--- config.mk ---
export PLATFORM = sky130hd
export DESIGN_NAME = noc_output_arbiter_flat
export DESIGN_NICKNAME = d
export VERILOG_FILES = /design/src/rtl/noc_output_arbiter_pkg.sv /design/src/rtl/noc_output_arbiter_if.sv /design/src/rtl/noc_output_arbiter_rr_arbiter.sv /design/src/rtl/noc_output_arbiter.sv /design/src/flat_wrapper.sv
export SDC_FILE = /design/constraint.sdc
export NUM_CORES = 1
export LEC_CHECK = 0
export BUFFER_PORTS_ARGS = -buffer_cell sky130_fd_sc_hd__buf_2
export CORE_MARGIN = 2
export CORE_UTILIZATION = 45
export CTS_CLUSTER_DIAMETER = 30
export DETAILED_ROUTE_END_ITERATION = 16
export GPL_TIMING_DRIVEN = 0
export PLACE_DENSITY = 0.82
export SETUP_SLACK_MARGIN = 0.3
export SYNTH_ARGS = -nofsm -noshare
export SYNTH_HDL_FRONTEND = slang
export SYNTH_HIERARCHICAL = 1
export SYNTH_SLANG_ARGS = --single-unit
--- constraint.sdc ---
create_clock -name clk -period 2.6 [get_ports clk]
set_input_delay 0.13 -clock clk [delete_from_list [all_inputs] [get_ports clk]]
set_output_delay 0.13 -clock clk [all_outputs]
set_load 0.02 [all_outputs]
--- src/rtl/noc_output_arbiter_pkg.sv ---
// Shared types and defaults for the NoC output-channel arbiter.
package noc_arb_pkg;

  typedef enum logic [1:0] {
    IDLE  = 2'd0,
    XFER  = 2'd1,
    DRAIN = 2'd2
  } arb_state_e;

  localparam int FLIT_W_DEF  = 8;
  localparam int PKT_LEN_DEF = 4;
  localparam int CNT_W       = 4;

endpackage

--- src/rtl/noc_output_arbiter_if.sv ---
// FIFO-side and downstream-side signals of one router output channel.
interface noc_output_arbiter_if
  import noc_arb_pkg::*;
#(
  parameter int N_IN   = 4,
  parameter int FLIT_W = FLIT_W_DEF
);

  logic                     en;
  logic [N_IN-1:0]          fifo_empty;
  logic [N_IN*FLIT_W-1:0]   fifo_data;
  logic [N_IN-1:0]          fifo_rd;
  logic                     out_full;
  logic [FLIT_W-1:0]        out_data;
  logic                     out_valid;
  logic [N_IN-1:0]          grant;
  logic                     busy;
  logic                     err;

  modport master (
    input  en, fifo_empty, fifo_data, out_full,
    output fifo_rd, out_data, out_valid, grant, busy, err
  );

  modport slave (
    output en, fifo_empty, fifo_data, out_full,
    input  fifo_rd, out_data, out_valid, grant, busy, err
  );

endinterface

--- src/rtl/noc_output_arbiter_rr_arbiter.sv ---
// Combinational round-robin picker: first requester at or after ptr wins.
module rr_arbiter #(
  parameter int N     = 4,
  parameter int PTR_W = $clog2(N)
) (
  input  logic [N-1:0]     req,
  input  logic [PTR_W-1:0] ptr,
  output logic [N-1:0]     gnt,
  output logic             valid
);

  logic [2*N-1:0] req_dbl;
  logic [2*N-1:0] gnt_dbl;
  logic [N-1:0]   req_rot;
  logic [N-1:0]   gnt_rot;

  // Rotate so ptr sits at bit 0, isolate the lowest set bit, rotate back.
  assign req_dbl = {req, req} >> ptr;
  assign req_rot = req_dbl[N-1:0];
  assign gnt_rot = req_rot & (~req_rot + N'(1));
  assign gnt_dbl = {gnt_rot, gnt_rot} << ptr;
  assign gnt     = gnt_dbl[2*N-1:N];
  assign valid   = |req;

endmodule

--- src/rtl/noc_output_arbiter.sv ---
// Wormhole round-robin arbiter sharing one output channel among N_IN FIFOs.
// Optional stall watchdog enabled by defining NOC_ARB_WATCHDOG_EN.
module noc_output_arbiter
  import noc_arb_pkg::*;
#(
  parameter int N_IN    = 4,
  parameter int FLIT_W  = FLIT_W_DEF,
  parameter int PKT_LEN = PKT_LEN_DEF,
  parameter int TIMEOUT = 16
) (
  input logic                  clk,
  input logic                  rst,
  noc_output_arbiter_if.master bus
);

  localparam int PTR_W = $clog2(N_IN);

  arb_state_e        state_q, state_d;
  logic [PTR_W-1:0]  gidx_q, gidx_d;
  logic [PTR_W-1:0]  rr_ptr_q, rr_ptr_d;
  logic [PTR_W-1:0]  src_idx_q, src_idx_d;
  logic [CNT_W-1:0]  flit_cnt_q, flit_cnt_d;
  logic              out_valid_q, out_valid_d;
  logic              rd_ok;
  logic [PTR_W-1:0]  next_ptr;
  logic [PTR_W-1:0]  arb_idx;
  logic [N_IN-1:0]   arb_gnt;
  logic              arb_valid;
  logic [FLIT_W-1:0] fifo_word [N_IN];

  generate
    for (genvar gi = 0; gi < N_IN; gi++) begin : g_word
      assign fifo_word[gi] = bus.fifo_data[gi*FLIT_W +: FLIT_W];
    end
  endgenerate

  rr_arbiter #(.N(N_IN), .PTR_W(PTR_W)) u_rr (
    .req   (~bus.fifo_empty),
    .ptr   (rr_ptr_q),
    .gnt   (arb_gnt),
    .valid (arb_valid)
  );

  always_comb begin
    arb_idx = '0;
    for (int i = 0; i < N_IN; i++) begin
      if (arb_gnt[i]) arb_idx = PTR_W'(i);
    end
  end

  assign next_ptr = (gidx_q == PTR_W'(N_IN - 1)) ? '0 : gidx_q + PTR_W'(1);

`ifdef NOC_ARB_WATCHDOG_EN
  localparam int STALL_W = $clog2(TIMEOUT + 1);
  logic [STALL_W-1:0] stall_cnt_q, stall_cnt_d;
  logic               err_q, err_d;
`endif

  always_comb begin
    state_d    = state_q;
    gidx_d     = gidx_q;
    rr_ptr_d   = rr_ptr_q;
    flit_cnt_d = flit_cnt_q;
`ifdef NOC_ARB_WATCHDOG_EN
    stall_cnt_d = stall_cnt_q;
    err_d       = 1'b0;
`endif
    rd_ok = (state_q == XFER) && bus.en && !bus.fifo_empty[gidx_q] &&
            !bus.out_full && (flit_cnt_q < CNT_W'(PKT_LEN));
    out_valid_d = rd_ok;
    src_idx_d   = rd_ok ? gidx_q : src_idx_q;

    // en low freezes every transition; only out_valid is allowed to fall.
    if (bus.en) begin
      case (state_q)
        IDLE: begin
          if (arb_valid) begin
            gidx_d     = arb_idx;
            flit_cnt_d = '0;
            state_d    = XFER;
`ifdef NOC_ARB_WATCHDOG_EN
            stall_cnt_d = '0;
`endif
          end
        end
        XFER: begin
          if (rd_ok) begin
            flit_cnt_d = flit_cnt_q + CNT_W'(1);
            if (flit_cnt_q == CNT_W'(PKT_LEN - 1)) state_d = DRAIN;
          end
`ifdef NOC_ARB_WATCHDOG_EN
          // Only an empty source counts as a stall; downstream backpressure does not.
          if (rd_ok) begin
            stall_cnt_d = '0;
          end else if (bus.fifo_empty[gidx_q]) begin
            if (stall_cnt_q == STALL_W'(TIMEOUT - 1)) begin
              err_d       = 1'b1;
              state_d     = IDLE;
              rr_ptr_d    = next_ptr;
              flit_cnt_d  = '0;
              stall_cnt_d = '0;
            end else begin
              stall_cnt_d = stall_cnt_q + STALL_W'(1);
            end
          end
`endif
        end
        DRAIN: begin
          state_d  = IDLE;
          rr_ptr_d = next_ptr;
        end
        default: state_d = IDLE;
      endcase
    end
  end

  always_ff @(posedge clk or negedge rst) begin
    if (!rst) begin
      state_q     <= IDLE;
      gidx_q      <= '0;
      rr_ptr_q    <= '0;
      src_idx_q   <= '0;
      flit_cnt_q  <= '0;
      out_valid_q <= 1'b0;
    end else begin
      state_q     <= state_d;
      gidx_q      <= gidx_d;
      rr_ptr_q    <= rr_ptr_d;
      src_idx_q   <= src_idx_d;
      flit_cnt_q  <= flit_cnt_d;
      out_valid_q <= out_valid_d;
    end
  end

`ifdef NOC_ARB_WATCHDOG_EN
  always_ff @(posedge clk or negedge rst) begin
    if (!rst) begin
      stall_cnt_q <= '0;
      err_q       <= 1'b0;
    end else begin
      stall_cnt_q <= stall_cnt_d;
      err_q       <= err_d;
    end
  end
  assign bus.err = err_q;
`else
  assign bus.err = 1'b0;
`endif

  assign bus.fifo_rd   = rd_ok ? (N_IN'(1) << gidx_q) : '0;
  assign bus.grant     = (state_q != IDLE) ? (N_IN'(1) << gidx_q) : '0;
  assign bus.busy      = (state_q != IDLE);
  assign bus.out_valid = out_valid_q;
  // FIFO data lands one cycle after the read, alongside the registered valid.
  assign bus.out_data  = out_valid_q ? fifo_word[src_idx_q] : '0;

endmodule

--- src/flat_wrapper.sv ---
// flat-port wrapper written by rule: the top's interface ports become plain ports
module noc_output_arbiter_flat import noc_arb_pkg::*;
#(
  parameter int N_IN    = 4,
  parameter int FLIT_W  = FLIT_W_DEF,
  parameter int PKT_LEN = PKT_LEN_DEF,
  parameter int TIMEOUT = 16
)
  (clk, rst, bus_en, bus_fifo_empty, bus_fifo_data, bus_out_full, bus_fifo_rd, bus_out_data, bus_out_valid, bus_grant, bus_busy, bus_err);
  noc_output_arbiter_if #(.N_IN(N_IN), .FLIT_W(FLIT_W)) bus_i ();
  input logic clk;
  input logic rst;
  input wire logic [$bits(bus_i.en)-1:0] bus_en;
  input wire logic [$bits(bus_i.fifo_empty)-1:0] bus_fifo_empty;
  input wire logic [$bits(bus_i.fifo_data)-1:0] bus_fifo_data;
  input wire logic [$bits(bus_i.out_full)-1:0] bus_out_full;
  output wire logic [$bits(bus_i.fifo_rd)-1:0] bus_fifo_rd;
  output wire logic [$bits(bus_i.out_data)-1:0] bus_out_data;
  output wire logic [$bits(bus_i.out_valid)-1:0] bus_out_valid;
  output wire logic [$bits(bus_i.grant)-1:0] bus_grant;
  output wire logic [$bits(bus_i.busy)-1:0] bus_busy;
  output wire logic [$bits(bus_i.err)-1:0] bus_err;
  assign bus_i.en = bus_en;
  assign bus_i.fifo_empty = bus_fifo_empty;
  assign bus_i.fifo_data = bus_fifo_data;
  assign bus_i.out_full = bus_out_full;
  assign bus_fifo_rd = bus_i.fifo_rd;
  assign bus_out_data = bus_i.out_data;
  assign bus_out_valid = bus_i.out_valid;
  assign bus_grant = bus_i.grant;
  assign bus_busy = bus_i.busy;
  assign bus_err = bus_i.err;
  noc_output_arbiter #(.N_IN(N_IN), .FLIT_W(FLIT_W), .PKT_LEN(PKT_LEN), .TIMEOUT(TIMEOUT)) u_core (.clk(clk), .rst(rst), .bus(bus_i));
endmodule
==> insert_results.sql <==
INSERT INTO impl_metrics (metric_group, metric, value, unit) VALUES
('clock_network', 'clk-insertion-delay-late', '0.28', 'ns'),
('placed_design', 'gp_routability_congestion', '0.759', ''),
('timing', 'worst_pin_slew', '0.928', 'ns'),
('setup_path', 'crit_path_max_incr_delay', '0.52', 'ns'),
('setup_path', 'cpMaxStageDelayCell', 'sky130_fd_sc_hd__mux4_2', ''),
('min_path', 'worstHoldPathType', 'primary input to flip-flop', ''),
('setup_path', 'critPathCapture', 'bus_fifo_rd[0]', ''),
('setup_path', 'criticalPathCategory', 'flip-flop to output port', ''),
('floorplan', 'starting_utilization_of_the_core_area', '48.7', '%'),
('timing', 'timing.fmax', '0.451', 'GHz'),
('timing', 'postLayoutSetupSlackWorst', '0.385', 'ns'),
('clock_network', 'clock_sinks', '13', ''),
('setup_path', 'critPathLaunch', 'u_core/gidx_q[0]', ''),
('setup_path', 'crit_path_cell_trace', 'mux4_2 -> or3_1 -> buf_6 -> inv_2 -> and2_1 -> buf_2', ''),
('global_route', 'grt_first_pass_wirelength', '4.47', 'mm'),
('placed_design', 'placement.cell_area', '1430', 'um^2'),
('detailed_routing', 'ant_nets', '0', ''),
('detailed_routing', 'vias', '1098', ''),
('setup_path', 'critical_path_required', '2.47', 'ns'),
('placed_design', 'portBuffers', '57', ''),
('setup_path', 'worst_ep_arrival_time', '2.09', 'ns'),
('status', 'run_status', 'finished clean', ''),
('clock_network', 'cts-buffers-inserted', '3', ''),
('final_layout', 'antenna-diode-count', '0', ''),
('final_layout', 'flow.area_growth_from_synthesis', '34.6', '%'),
('setup_path', 'worstSetupStartpointType', 'flip-flop', ''),
('power', 'power.sequential.fraction', '28.1', '%'),
('floorplan', 'fp.dieH', '53.6', 'um'),
('power', 'switching_share', '40.3', '%'),
('timing', 'relSlewSlack', '37.3', '%'),
('setup_path', 'critical_path.endpoint_type', 'output port', ''),
('setup_path', 'r2r.worst_path.cells', '4', ''),
('detailed_routing', 'routed_wirelength', '2.83', 'mm'),
('clock_network', 'ctsRootBufferMaster', 'sky130_fd_sc_hd__clkbuf_4', ''),
('timing', 'rsz0062_at_grt', 'false', ''),
('final_layout', 'layout.area.seq', '327', 'um^2'),
('logic_synthesis', 'post_synth_inst_count', '109', ''),
('final_layout', 'ratio_of_cells_with_drive_above_1_in_the_final_layout', '48.9', '%'),
('final_layout', 'design.final.nets', '220', ''),
('floorplan', 'core', '2280', 'um^2'),
('global_route', 'grt_antenna_before_repair', '0', ''),
('final_layout', 'multi_input_comb_area', '692', 'um^2'),
('floorplan', 'io_pins', '59', ''),
('final_layout', 'fill_cell_count', '201', ''),
('logic_synthesis', 'synth.net_count', '154', ''),
('timing', 'timing.final.max_slew_violations', '0', ''),
('power', 'power.density', '765', 'nW/um^2'),
('placed_design', 'preCtsSetupSlack', '0.446', 'ns'),
('logic_synthesis', 'yosysWarnings', '6', ''),
('clock_network', 'clk_pin_slew', '0.07', 'ns'),
('logic_synthesis', 'post_synth_instance_area', '1110', 'um^2'),
('min_path', 'min_path_cells', '3', ''),
('timing', 'tns', '0', 'ns'),
('timing', 'finalWorstPathRequiredPeriod', '2.22', 'ns'),
('global_route', 'number_of_global_route_vias_before_repair', '1101', ''),
('timing', 'finalCritPeriodShare', '85.2', '%'),
('power', 'worst_voltage_drop_across_the_vdd_grid', '0.628', 'mV'),
('setup_path', 'crit_fanout', '5', ''),
('job', 'max_cap_viol_count', '0', ''),
('power', 'net-switching-power', '0.459', 'mW'),
('power', 'total_leakage_power', '0.795', 'nW'),
('floorplan', 'die-area', '2870', 'um^2'),
('detailed_routing', 'drt_pass1_iterations', '4', ''),
('global_route', 'grt.total_usage', '21.4', '%'),
('setup_path', 'regToRegSetupSlack', '0.78', 'ns'),
('detailed_routing', 'wl_per_cell', '14.0', 'um'),
('clock_network', 'h_tree_depth', '1', ''),
('global_route', 'grt-ovfl-total', '0', ''),
('placed_design', 'detailedPlacementHpwl', '2.29', 'mm'),
('clock_network', 'tritoncts', 'yes', ''),
('power', 'power_frac_clock', '11.3', '%');
[cell type report]
class,instances,share of cell area (%)
Buffer,5,2.77
Inverter,13,3.27
Clock buffer,4,1.76
Multi-Input combinational cell,78,46.4
Sequential cell,13,21.9
Timing Repair Buffer,61,21.5
Tap cell,28,2.35
[per-layer routing]
metal / vias up / wire length [um] / GRT usage (%)
li1: 517 / - / -
met3: 8 / 255 / 3.61
met5: - / 0 / 0
met1: 522 / 998 / 19.5
met4: 0 / 74 / 10.3
met2: 51 / 1500 / 44.4
[worst min-delay path by stage]
stage / start / end / slack, ns
after global routing: bus_en / u_core/state_q[1] / 0.27
after floorplan: rst / u_core/bus.out_valid / -0.17
final: bus_en / u_core/state_q[1] / 0.23
after CTS: bus_en / u_core/state_q[1] / 0.22
after detailed placement: rst / u_core/flit_cnt_q[3] / 0.03
after global placement: rst / u_core/rr_ptr_q[0] / 0.03
[stage by stage]
stage | utilization, % | hold WS [ns] | instances | power (mW)
CTS | 65.0 | 0.223 | 201 | 1.13
finish | 65.5 | 0.228 | 202 | 1.14
detailed placement | 62.7 | 0.0303 | 194 | 0.973
floorplan | - | -0.166 | 109 | 0.797
global placement | 62.7 | 0.0320 | 194 | 0.937
global route | 65.5 | 0.270 | 202 | 1.22
[layout by cell type (no fill, tap or decap), types with 2 or more instances in the layout]
master and instances:
sky130_fd_sc_hd__buf_2 57, sky130_fd_sc_hd__inv_1 12, sky130_fd_sc_hd__and2_1 12, sky130_fd_sc_hd__dfrtp_1 12, sky130_fd_sc_hd__mux4_2 9, sky130_fd_sc_hd__nor2b_1 7, sky130_fd_sc_hd__o21ai_0 6, sky130_fd_sc_hd__buf_4 5
sky130_fd_sc_hd__nor2_1 5, sky130_fd_sc_hd__ha_1 5, sky130_fd_sc_hd__o211ai_1 4, sky130_fd_sc_hd__clkbuf_4 3, sky130_fd_sc_hd__nand2_1 3, sky130_fd_sc_hd__a21oi_1 3, sky130_fd_sc_hd__clkbuf_1 2, sky130_fd_sc_hd__nand2b_1 2
sky130_fd_sc_hd__nand3b_1 2, sky130_fd_sc_hd__mux2_4 2, sky130_fd_sc_hd__nor3_1 2, sky130_fd_sc_hd__or3_2 2
[flip-flops by register name (all words and copies together) (netlist names)]
signal / flops
u_core/src_idx_q: 2
u_core/rr_ptr_q: 2
u_core/gidx_q: 2
u_core/state_q: 2
u_core/flit_cnt_q: 4
u_core/bus.out_valid: 1
[critical path: cells and delay by family, from the launching register on]
kind	cells	cell delay, ns
flops	1	0.39
mux	1	0.52
simple gates	2	0.51
buf+inv	3	0.38
[power groups by stage]
stage	Sequential (mW)	Combinational (mW)	Clock, mW
after floorplan	0.312	0.485	0
after global placement	0.325	0.612	0
after detailed placement	0.333	0.640	0
after CTS	0.320	0.681	0.129
after global routing	0.328	0.760	0.136
final	0.320	0.691	0.128
[timing repair]
| action | 4_1_cts | 5_1_grt |
|---|---|---|
| resized for setup | 1 | 2 |
| hold endpoints to repair | 13 | 0 |
| buffers inserted | 2 | 1 |
| setup endpoints to repair | 4 | 4 |
| hold buffers | 1 | 0 |
Power figures use the tool's default switching activity.
